--- src/rtl/mem_arb_pkg.sv ---
`default_nettype none
// ============================================================================
// Module      : mem_arb_pkg
// Description : Shared widths and enumerations for the IF/LS memory arbiter.
//               ADDR_W_DEF / DATA_W_DEF : default address / data widths
//               state_e                 : arbiter FSM states
//               owner_e                 : which requester owns a grant
// Revision    : 1.0  initial release
// ============================================================================
package mem_arb_pkg;

  localparam int unsigned ADDR_W_DEF = 32;
  localparam int unsigned DATA_W_DEF = 32;

  typedef enum logic [1:0] {
    IDLE    = 2'd0,
    BUSY_IF = 2'd1,
    BUSY_LS = 2'd2
  } state_e;

  typedef enum logic {
    OWN_IF = 1'b0,
    OWN_LS = 1'b1
  } owner_e;

endpackage
`default_nettype wire

--- src/rtl/mem_arb_sel.sv ---
`default_nettype none
// ============================================================================
// Module      : mem_arb_sel
// Description : Grant selection for the memory arbiter. LS wins over IF
//               unless LS has already taken MAX_LS_STREAK grants in a row
//               while IF was waiting.
//   clk, reset   : clock, synchronous active-high reset
//   idle_i       : arbiter is idle and may grant this cycle
//   if_req_i     : instruction-fetch request pending
//   ls_req_i     : load/store request pending
//   gnt_valid_o  : a grant is issued this cycle (combinational)
//   gnt_owner_o  : requester receiving the grant
// Revision    : 1.0  initial release
// ============================================================================
module mem_arb_sel
  import mem_arb_pkg::*;
#(
  parameter int unsigned MAX_LS_STREAK = 4
) (
  input  logic   clk,
  input  logic   reset,
  input  logic   idle_i,
  input  logic   if_req_i,
  input  logic   ls_req_i,
  output logic   gnt_valid_o,
  output owner_e gnt_owner_o
);

  localparam int unsigned SW = (MAX_LS_STREAK < 1) ? 1 : $clog2(MAX_LS_STREAK + 1);
  localparam logic [SW-1:0] STREAK_MAX = SW'(MAX_LS_STREAK);

  logic [SW-1:0] streak_q;
  logic [SW-1:0] streak_d;
  logic          grant_if;
  logic          grant_ls;

  // Grants are suppressed during reset so no requester sees a phantom accept.
  always_comb begin
    grant_if    = idle_i & ~reset & if_req_i & (~ls_req_i | (streak_q == STREAK_MAX));
    grant_ls    = idle_i & ~reset & ls_req_i & ~grant_if;
    gnt_valid_o = grant_if | grant_ls;
    gnt_owner_o = grant_ls ? OWN_LS : OWN_IF;
  end

  // Streak only moves on a grant edge; it counts LS grants that overtook a
  // waiting IF request.
  always_comb begin
    streak_d = streak_q;
    if (grant_if) begin
      streak_d = '0;
    end else if (grant_ls) begin
      if (!if_req_i) begin
        streak_d = '0;
      end else if (streak_q != STREAK_MAX) begin
        streak_d = streak_q + SW'(1);
      end
    end
  end

  always_ff @(posedge clk) begin
    if (reset) begin
      streak_q <= '0;
    end else begin
      streak_q <= streak_d;
    end
  end

endmodule
`default_nettype wire

--- src/rtl/mem_arbiter.sv ---
`default_nettype none
// ============================================================================
// Module      : mem_arbiter
// Description : Shares one single-port memory between the IF and LS units.
//               One transaction outstanding at a time, variable-latency
//               req/ready handshake towards memory, done pulse back to owner.
//   clk, reset                          : clock, synchronous active-high reset
//   if_req/if_addr -> if_gnt            : IF read request and accept
//   if_done/if_rdata                    : IF completion pulse and fetched word
//   ls_req/ls_we/ls_be/ls_addr/ls_wdata : LS command
//   ls_gnt, ls_done/ls_rdata            : LS accept, completion and load data
//   mem_req/we/be/addr/wdata            : registered memory command
//   mem_ready/mem_rdata                 : memory completion and read data
// Revision    : 1.0  initial release
// ============================================================================
module mem_arbiter
  import mem_arb_pkg::*;
#(
  parameter int unsigned ADDR_W        = ADDR_W_DEF,
  parameter int unsigned DATA_W        = DATA_W_DEF,
  parameter int unsigned MAX_LS_STREAK = 4
) (
  input  logic                clk,
  input  logic                reset,
  input  logic                if_req,
  input  logic [ADDR_W-1:0]   if_addr,
  output logic                if_gnt,
  output logic                if_done,
  output logic [DATA_W-1:0]   if_rdata,
  input  logic                ls_req,
  input  logic                ls_we,
  input  logic [DATA_W/8-1:0] ls_be,
  input  logic [ADDR_W-1:0]   ls_addr,
  input  logic [DATA_W-1:0]   ls_wdata,
  output logic                ls_gnt,
  output logic                ls_done,
  output logic [DATA_W-1:0]   ls_rdata,
  output logic                mem_req,
  output logic                mem_we,
  output logic [DATA_W/8-1:0] mem_be,
  output logic [ADDR_W-1:0]   mem_addr,
  output logic [DATA_W-1:0]   mem_wdata,
  input  logic                mem_ready,
  input  logic [DATA_W-1:0]   mem_rdata
);

  localparam int unsigned BE_W = DATA_W / 8;

  state_e              state_q,     state_d;
  logic                mem_req_q,   mem_req_d;
  logic                mem_we_q,    mem_we_d;
  logic [BE_W-1:0]     mem_be_q,    mem_be_d;
  logic [ADDR_W-1:0]   mem_addr_q,  mem_addr_d;
  logic [DATA_W-1:0]   mem_wdata_q, mem_wdata_d;
  logic                if_done_q,   if_done_d;
  logic                ls_done_q,   ls_done_d;
  logic [DATA_W-1:0]   if_rdata_q,  if_rdata_d;
  logic [DATA_W-1:0]   ls_rdata_q,  ls_rdata_d;

  logic   gnt_valid;
  owner_e gnt_owner;

  mem_arb_sel #(
    .MAX_LS_STREAK (MAX_LS_STREAK)
  ) u_sel (
    .clk         (clk),
    .reset       (reset),
    .idle_i      (state_q == IDLE),
    .if_req_i    (if_req),
    .ls_req_i    (ls_req),
    .gnt_valid_o (gnt_valid),
    .gnt_owner_o (gnt_owner)
  );

  assign if_gnt = gnt_valid & (gnt_owner == OWN_IF);
  assign ls_gnt = gnt_valid & (gnt_owner == OWN_LS);

  always_comb begin
    state_d     = state_q;
    mem_req_d   = mem_req_q;
    mem_we_d    = mem_we_q;
    mem_be_d    = mem_be_q;
    mem_addr_d  = mem_addr_q;
    mem_wdata_d = mem_wdata_q;
    if_done_d   = 1'b0;
    ls_done_d   = 1'b0;
    if_rdata_d  = if_rdata_q;
    ls_rdata_d  = ls_rdata_q;

    case (state_q)
      IDLE: begin
        // mem_ready arriving here belongs to no transaction and is ignored.
        if (if_gnt) begin
          state_d    = BUSY_IF;
          mem_req_d  = 1'b1;
          mem_we_d   = 1'b0;
          mem_be_d   = '1;
          mem_addr_d = if_addr;
        end else if (ls_gnt) begin
          state_d     = BUSY_LS;
          mem_req_d   = 1'b1;
          mem_we_d    = ls_we;
          mem_be_d    = ls_be;
          mem_addr_d  = ls_addr;
          mem_wdata_d = ls_wdata;
        end
      end
      BUSY_IF: begin
        if (mem_ready) begin
          state_d    = IDLE;
          mem_req_d  = 1'b0;
          mem_we_d   = 1'b0;
          if_rdata_d = mem_rdata;
          if_done_d  = 1'b1;
        end
      end
      BUSY_LS: begin
        if (mem_ready) begin
          state_d   = IDLE;
          mem_req_d = 1'b0;
          mem_we_d  = 1'b0;
          ls_done_d = 1'b1;
          // Write completions leave the last load data untouched.
          if (!mem_we_q) begin
            ls_rdata_d = mem_rdata;
          end
        end
      end
      default: begin
        state_d   = IDLE;
        mem_req_d = 1'b0;
        mem_we_d  = 1'b0;
      end
    endcase
  end

  always_ff @(posedge clk) begin
    if (reset) begin
      state_q     <= IDLE;
      mem_req_q   <= 1'b0;
      mem_we_q    <= 1'b0;
      mem_be_q    <= '0;
      mem_addr_q  <= '0;
      mem_wdata_q <= '0;
      if_done_q   <= 1'b0;
      ls_done_q   <= 1'b0;
      if_rdata_q  <= '0;
      ls_rdata_q  <= '0;
    end else begin
      state_q     <= state_d;
      mem_req_q   <= mem_req_d;
      mem_we_q    <= mem_we_d;
      mem_be_q    <= mem_be_d;
      mem_addr_q  <= mem_addr_d;
      mem_wdata_q <= mem_wdata_d;
      if_done_q   <= if_done_d;
      ls_done_q   <= ls_done_d;
      if_rdata_q  <= if_rdata_d;
      ls_rdata_q  <= ls_rdata_d;
    end
  end

  assign mem_req   = mem_req_q;
  assign mem_we    = mem_we_q;
  assign mem_be    = mem_be_q;
  assign mem_addr  = mem_addr_q;
  assign mem_wdata = mem_wdata_q;
  assign if_done   = if_done_q;
  assign ls_done   = ls_done_q;
  assign if_rdata  = if_rdata_q;
  assign ls_rdata  = ls_rdata_q;

endmodule
`default_nettype wire

--- config.mk ---
export PLATFORM = sky130hd
export DESIGN_NAME = mem_arbiter
export DESIGN_NICKNAME = d
export VERILOG_FILES = /design/src/rtl/mem_arb_pkg.sv /design/src/rtl/mem_arb_sel.sv /design/src/rtl/mem_arbiter.sv
export SDC_FILE = /design/constraint.sdc
export NUM_CORES = 1
export LEC_CHECK = 0
export ABC_AREA = 1
export CORE_UTILIZATION = 43
export DETAILED_ROUTE_END_ITERATION = 6
export GPL_ROUTABILITY_DRIVEN = 0
export PLACE_DENSITY = 0.85
export SLEW_MARGIN = 0
export SYNTH_ARGS = -nofsm -noshare
export SYNTH_HDL_FRONTEND = slang
export SYNTH_SLANG_ARGS = --single-unit
--- constraint.sdc ---
create_clock -name clk -period 4 [get_ports clk]
set_input_delay 0.4 -clock clk [delete_from_list [all_inputs] [get_ports clk]]
set_output_delay 0.4 -clock clk [all_outputs]
set_load 0.02 [all_outputs]
# Word-level counts from Yosys, hierarchy flattened
# Index checks and enable logic that the tools add are counted.
[word_totals]
reg_bits = 141
latch_bits = 0
ram_bits = 0
rom_bits = 0
in_bits = 138
out_inout_bits = 138
wordCells = 67
memories = 0
[classes]
add_sub_neg = 1
multipliers = 0
div_mod_pow = 0
order_cmp = 0
eq_ne = 7
shifts = 0
mux = 19
bitwise_logic = 17
n_reduce_logical = 12
[ops]
columns = ["cell", "n"]
rows = [
  ["$mux 32", 2],
  ["$mux 4", 2],
  ["$not 1->1", 8],
  ["$reduce_and 2->1", 4],
  ["$reduce_or 2->1", 4],
  ["$and 1x1->1", 7],
  ["$mux 1", 7],
  ["$mux 2", 3],
  ["$mux 3", 2],
  ["$ne 3x3->1 const B", 2],
  ["$reduce_and 3->1", 2],
  ["$ne 2x1->1 const B", 2],
  ["$pmux 1 s2", 2],
  ["$pmux 2 s2", 1],
  ["$add 3x1->3 const B", 1],
  ["$eq 3x3->1 const B", 1],
  ["$eq 2x1->1 const B", 1],
  ["$eq 2x2->1 const B", 1],
  ["$logic_not 2->1", 1],
  ["$or 1x1->1", 2],
  ["$reduce_bool 2->1", 1],
]

# Depth between registers and ports, before layout
# Gate-level depths: netlist (run 1).
[logic_depth]
depth_word = 11
depth_mapped = 11
mapped_depth_nobuf = 10

# By module
# A second synthesis (run 1) with hierarchy kept.
[hier_totals]
cells_unflattened = 755
hier_area_um2 = 5560.3
[by_module_without_submodules]
columns = ["module", "instances", "cells_each", "area_per_inst_um2", "seq_area_each_um2"]
rows = [
  ["mem_arbiter", 1, 716, 5302.6, 2762.6],
  ["mem_arb_sel", 1, 39, 257.7, 60.1],
]

# Worst setup path after synthesis (run 1)
# OpenSTA, ideal clock, no wires.
[synth_path]
path_type = "register to output"
from = "reg state_q[0]"
to = "out ls_gnt"
t_arrival_ns = 1.212
t_required_ns = 3.600
setup_slack_ns = 2.388
path_stages_with_launch = 6
n_path_buf = 1
cell_sequence = "dfxtp_1 -> inv_1 -> ha_1 -> nand3_1 -> a21oi_4 -> buf_2"
[synth_via]
elab_chain_cells = 8
word_cells_on_any_way = 10
cone_classes = "1 x mux; 8 x bitwise; 1 x reduce/logical"
[synth_lines]
columns = ["element", "line_no", "source"]
rows = [
  ["start, declared", "mem_arbiter.sv:49", "state_e state_q, state_d;"],
  ["start signal, assigned", "mem_arbiter.sv:150", "state_q <= state_d;"],
  ["$logic_not 2->1 *", "mem_arbiter.sv:68", ".idle_i (state_q == IDLE),"],
  ["$and 1x1->1 *", "mem_arb_sel.sv:39, mem_arb_sel.sv:40", ""],
  ["$and 1x1->1 (2 in a row)", "mem_arb_sel.sv:39", "grant_if = idle_i & ~reset & if_req_i & (~ls_req_i | (streak_q == STREAK_MAX));"],
  ["$not 1->1", "mem_arb_sel.sv:40", "grant_ls = idle_i & ~reset & ls_req_i & ~grant_if;"],
  ["$and 1x1->1", "mem_arb_sel.sv:40", ""],
  ["$or 1x1->1 / $mux 1 (equally long branches)", "mem_arb_sel.sv:41, mem_arb_sel.sv:42", ""],
  ["$and 1x1->1 *", "mem_arbiter.sv:76", "assign ls_gnt = gnt_valid & (gnt_owner == OWN_LS);"],
  ["end, declared", "mem_arbiter.sv:35", "output logic ls_gnt,"],
]
# Mark *: on every way between the ends. The rest lies on a longest branch, timed or not.

# Worst setup path after layout (run 1)
[layout_path]
from = "reg state_q[0]"
to = "out if_gnt"
[layout_via]
elab_chain_cells = 9
word_cells_on_any_way = 11
cone_classes = "1 x mux; 9 x bitwise; 1 x reduce/logical"
[layout_lines]
columns = ["element", "line_no", "source"]
rows = [
  ["$logic_not 2->1 *", "mem_arbiter.sv:68", ""],
  ["$and 1x1->1 *", "mem_arb_sel.sv:39, mem_arb_sel.sv:40", ""],
  ["$and 1x1->1 (2 in a row)", "mem_arb_sel.sv:39", ""],
  ["$not 1->1", "mem_arb_sel.sv:40", ""],
  ["$and 1x1->1", "mem_arb_sel.sv:40", ""],
  ["$mux 1", "mem_arb_sel.sv:42", "gnt_owner_o = grant_ls ? OWN_LS : OWN_IF;"],
  ["$not 1->1", "mem_arbiter.sv:75", "assign if_gnt = gnt_valid & (gnt_owner == OWN_IF);"],
  ["$and 1x1->1 *", "mem_arbiter.sv:75", ""],
  ["end, declared", "mem_arbiter.sv:27", "output logic if_gnt,"],
]
# Marks and branches as above.

==> metrics, run 1 <==
postcts setup bufs 0; first-pass GRT wire length 25,050 um; pin count of the biggest net entering global routing 104; vias in the first global route 5,175; drt wl/cell 13.76 um; maxcap violations 0; die area 0.01338 mm2; switching pwr 1716 uW; skew final 0.006001 ns; Clock power frac 0.306; CTS tree done; Syn Area/Cell 7.181 um2; LEAKAGE 0.003906 uW; Die W 115.7 um; Synth top area share 0.5079; cell taking the most area after synthesis dfxtp_1; FMAX 0.3376 GHz; Max stage delay on crit path 0.72 ns; Setup Viol. Count Final 0; layout cell share with drive strength beyond 1 0.04519; commonest non-fill, non-tap cell in the layout clkdlybuf4s50_1; commonest cells after routing, fill and taps aside clkdlybuf4s50_1 (275), nand2_1 (179), nor2_1 (143); DR vias/cell 4.709; Area Growth Syn to Fin 61.08%; Rows 41; Fin Hold WS 0.4605 ns; CP Data Arrival Time 2.56 ns; hpwl dp 11,530 um; worst min-delay path class flop to flop; Comb power frac 0.340; mapped cell area 0.005558 mm2; antenna diode count 0; # IOs 276; Top Metal Used met4; WL met2 8186 um; Yosys reg bits 141; post-synthesis sequential area ratio 0.5079; fin crit share 0.7404; clock-pin slew on the worst setup and hold paths 0.06 ns; Post-Syn Nets 917; Post-synth EDFFs 0; routed length on met3 1332 um; R2R Setup Slk 1.79 ns; hold_buf cts 0; status completed; WL met1 6774 um; Layout Nets 1,171; DRT antenna net count 0; fin. max-slew vios 0; Worst setup SP type flop; most used cell, CP inv_2; TritonCTS buffer count 17; Main synth FF type dfxtp_1; Power Density 577.7 mW/mm2; Least-Margin Pin Slew 1.118 ns; Final Util 0.7094; Worst Setup Path Type flop to primary output; Yosys cell types 19; CTS resizes 0; main area contributors after synthesis dfxtp_1 (51%), nand2_1 (12%), nor2_1 (9.7%); Worst Path Max Fanout 33; final worst path period need 2.962 ns; cell family with most CP delay buffers and inverters; Synth warnings 0; Core ar. 0.01262 mm2; switching share of power 0.3317; placed cells 1,181; Synth Instances 774; Final Hold Fails 0; Critical Path RT 3.60 ns; Pre-antenna DRT Iters 5; worst skew pair latency 0.41 ns; CP cell instances inv_1 -> ha_1 -> inv_2 -> nor2_4 -> nand3_4 -> inv_2 -> clkdlybuf4s50_1; I/O Buffers 275; Initial Util 0.4404; initial antenna violation count 0; Worst setup EP type primary output; CTS max path bufs 2; final WL 16,680 um; Pwr Total 5172 uW; Die Y 115.7 um; Async SR Flop Fraction 0; part of the power in registers 0.354; Setup TNS Final 0 ns; cell-internal power 3456 uW; Crit-path slowest cell clkdlybuf4s50_1; DR iter-0 viols 343; RSZ-0062 raised after global routing no; VDD IR max 0.2758 mV; clk root buf clkbuf_16; sum of buffers and inverters on the critical path 4; routed vias 5,707; gr ovfl total 0; Final Instance Count excl. Fillers 1,212; aggregate global-route resource usage 0.2446; Sink Count 141; CTS H-tree lvls 4; worst rel slew slack 0.2538; DRC 0
[cell families after synthesis]
family | synth area share
simple gates | 0.2591
flops | 0.5079
compound gates | 0.1267
buf+inv | 0.09342
fa+ha+maj | 0.01126
xor+xnor | 0.001576
[worst paths after layout]
kind	startpoint	end	cells past startpoint
setup / recovery	state_q[0]$_SDFFE_PP0P_	if_gnt	7
hold / removal	mem_wdata[19]$_SDFFE_PP0P_	mem_wdata[19]$_SDFFE_PP0P_	2
setup reg to reg	state_q[0]$_SDFFE_PP0P_	mem_addr[0]$_SDFFE_PP0P_	11
hold reg to reg	mem_wdata[19]$_SDFFE_PP0P_	mem_wdata[19]$_SDFFE_PP0P_	2
[area by class of cell]
class | count | area, um2
multi-input combinational | 509 | 2221
inverter | 76 | 285.3
clock inverter | 13 | 166.4
sequential | 141 | 2823
fill | 1006 | 3667
timing repair buffer | 283 | 2813
tap | 172 | 215.2
clock buffer | 18 | 429.2
[metrics by stage]
step | instance area [um2] | setup slack [ns]
3_3_place_gp | 8357 | 1.264
4_1_cts | 8952 | 1.011
2_1_floorplan | 5558 | 2.388
3_5_place_dp | 8357 | 1.180
5_1_grt | 8952 | 0.8679
6_report | 8952 | 1.038
[tightest hold or removal path, delay by kind of cell, from the launching register on]
| kind | cells | cell delay [ns] |
|---|---|---|
| AO/OA/AOI/OAI | 1 | 0.05 |
| AND/OR/NAND/NOR | 1 | 0.06 |
| flip-flops | 1 | 0.31 |
[state kept, by name (all words and copies together) (netlist names)]
register	flops
if_done	1
if_rdata	32
ls_done	1
ls_rdata	32
mem_addr	32
mem_be	4
mem_req	1
mem_wdata	32
mem_we	1
state_q	2
u_sel.streak_q	3
[synthesized netlist by cell type (3+ instances only)]
cell	number
nand2_1	180
nor2_1	144
dfxtp_1	141
o21ai_0	100
inv_1	72
nand3_1	39
a21oi_1	36
clkbuf_1	29
buf_2	10
buf_4	5
ha_1	5
inv_2	4
buf_6	3
[layer usage]
layer / vias to the layer above / track usage
li1: 2916 / -
met1: 2556 / 0.2683
met4: 0 / 0.1068
met3: 30 / 0.08682
met5: - / 0
met2: 205 / 0.4267
[power groups by stage]
stage | Combinational (uW) | Sequential, uW | Clock [uW]
6_report | 1760 | 1830 | 1580
3_5_place_dp | 1760 | 1850 | 0
4_1_cts | 1770 | 1830 | 1610
3_3_place_gp | 1740 | 1840 | 0
2_1_floorplan | 587 | 2180 | 0
5_1_grt | 1910 | 1860 | 1670
(Power assumes the default switching activity.)
==> inputs of run 2 (changes only) <==
--- a/config.mk
+++ b/config.mk
@@ -6,10 +6,10 @@
 export NUM_CORES = 1
 export LEC_CHECK = 0
 export ABC_AREA = 1
-export CORE_UTILIZATION = 43
+export CORE_UTILIZATION = 40
 export DETAILED_ROUTE_END_ITERATION = 6
 export GPL_ROUTABILITY_DRIVEN = 0
-export PLACE_DENSITY = 0.85
+export PLACE_DENSITY = 0.8
 export SLEW_MARGIN = 0
 export SYNTH_ARGS = -nofsm -noshare
 export SYNTH_HDL_FRONTEND = slang
==> constraint.sdc (replaced) <==
create_clock -name clk -period 3.1 [get_ports clk]
set_input_delay 0.31 -clock clk [delete_from_list [all_inputs] [get_ports clk]]
set_output_delay 0.31 -clock clk [all_outputs]
set_load 0.02 [all_outputs]
==> metrics, run 2 (same netlist as run 1, synthesis figures left out) <==
Final Hold Fails 0 (unchanged); final WL 16,070 um (-3.6%); Setup TNS Final 0 ns (unchanged); LEAKAGE 0.003953 uW (+1.2%); skew final 0.006115 ns (+0.0001139 ns); Sink Count 141 (unchanged); fin. max-slew vios 0 (unchanged); antenna diode count 0 (unchanged); Rows 42 (+2.4%); TritonCTS buffer count 17 (unchanged); CP Data Arrival Time 2.13 ns (-0.43 ns); worst min-delay path class input port to flop; CP cell instances inv_1 -> ha_1 -> nand3_1 -> a21oi_4 -> clkdlybuf4s50_1; Worst setup SP type flop; combined area of the multi-input logic cells 0.002221 mm2 (unchanged); DRT antenna net count 0 (unchanged); flip-flop and latch area 0.002823 mm2 (unchanged); fin crit share 0.7876; Max stage delay on crit path 0.64 ns (-0.08 ns); drt wl/cell 13.21 um (-4.0%); RSZ-0062 raised after global routing no; Worst Path Max Fanout 4 (-88%); Final Util 0.6734 (-0.03601); hold_buf cts 0 (unchanged); worst rel slew slack 0.2310 (-0.02285); VDD IR max 0.3346 mV (+21%); initial antenna violation count 0 (unchanged); Pre-antenna DRT Iters 4 (-1); gr ovfl total 0 (unchanged); Initial Util 0.4148 (-0.02566); final worst path period need 2.441 ns; I/O Buffers 275 (unchanged); commonest non-fill, non-tap cell in the layout clkdlybuf4s50_1; commonest cells after routing, fill and taps aside clkdlybuf4s50_1 (275), nand2_1 (179), nor2_1 (143); first-pass GRT wire length 26,170 um (+4.5%); CTS H-tree lvls 4 (unchanged); layout cell share with drive strength beyond 1 0.04611 (+0.0009172); maxcap violations 0 (unchanged); Least-Margin Pin Slew 1.152 ns (+0.03423 ns); vias in the first global route 5,278 (+2.0%); clk root buf clkbuf_16; sum of buffers and inverters on the critical path 2 (-2); DRC 0 (unchanged); Area Growth Syn to Fin 62.36%; Worst Setup Path Type flop to primary output; cell family with most CP delay buffers and inverters; Power Density 753.2 mW/mm2 (+30%); CTS tree done; CTS resizes 0 (unchanged); Die Y 119.9 um (+3.6%); Core ar. 0.01340 mm2 (+6.2%); status completed; # IOs 276 (unchanged); Critical Path RT 2.79 ns (-0.81 ns); CTS max path bufs 2 (unchanged); DR iter-0 viols 325 (-5.2%); routed vias 5,604 (-1.8%); hpwl dp 11,060 um (-4.0%); clock-pin slew on the worst setup and hold paths 0.06 ns (about the same); layout filler cell count 1,094 (+8.7%); Worst setup EP type primary output; Die W 119.9 um (+3.6%); FMAX 0.4096 GHz; Crit-path slowest cell clkdlybuf4s50_1; Layout Nets 1,172 (+0.085%); postcts setup bufs 0 (unchanged); aggregate global-route resource usage 0.2310 (-0.01357); die area 0.01437 mm2 (+7.4%); worst skew pair latency 0.41 ns (about the same); DR vias/cell 4.605 (-2.2%); pin count of the biggest net entering global routing 104 (unchanged); Setup Viol. Count Final 0 (unchanged)
[run 2: cell types whose count changed in the layout (fill, tap and decap cells not counted)]
cell        before  now
clkinvlp_4       6    2
buf_12           0    1
bufinv_16        3    4
clkbuf_8         0    4
inv_6            2    1
[run 2: through the flow]
step           total power, uW  cell area (um2)  instances  hold WS [ns]  worst slack [ns]
5_1_grt                   7180             9024       1217        0.4533            0.5598
6_report                  6796             9024       1217        0.4568            0.6585
3_3_place_gp              4627             8382       1186        0.4468            0.7780
4_1_cts                   6859             9024       1217        0.4353            0.6284
2_1_floorplan             3574             5558        774        0.4449             1.575
3_5_place_dp              4657             8382       1186        0.4544            0.6936
[run 2: where the power goes]
group / internal [uW] / switching, uW
registers: 2180 / 176
logic: 1020 / 1240
clock network: 1430 / 746
[run 2: path summary, 6_finish.rpt]
kind                                                   end  slack, ns  cells past startpoint                        from
worst max-delay path                                ls_gnt       0.66                      5     state_q[1]$_SDFFE_PP0P_
worst min-delay path            mem_wdata[29]$_SDFFE_PP0P_       0.46                      3                ls_wdata[29]
worst max register to register      mem_be[3]$_SDFFE_PP0P_       0.93                      8     state_q[1]$_SDFFE_PP0P_
worst min register to register  mem_wdata[28]$_SDFFE_PP0P_       0.46                      2  mem_wdata[28]$_SDFFE_PP0P_
[run 2: final cells by class]
type,instances,area share
Clock buffer,22,0.05366
Tap cell,176,0.02440
Timing Repair Buffer,284,0.3139
Sequential cell,141,0.3128
Inverter,76,0.03161
Multi-Input combinational cell,509,0.2461
Clock inverter,9,0.01747
[run 2: worst register-to-register path, stage by stage (launching register included)]
cell and delay [ns]:
dfxtp_1 0.31, inv_1 0.09, ha_1 0.25, nand3_1 0.18
a21oi_4 0.24, buf_4 0.37, inv_2 0.35, nor2_1 0.20
nor2_1 0.06
[run 2: layer usage]
layer  vias to the layer above  track usage  wire length (um)
li1                       2931            -                 -
met1                      2444       0.2722              6661
met2                       199       0.3840              7916
met3                        30      0.06892              1061
met4                         0       0.1078               432
met5                         -            0                 0
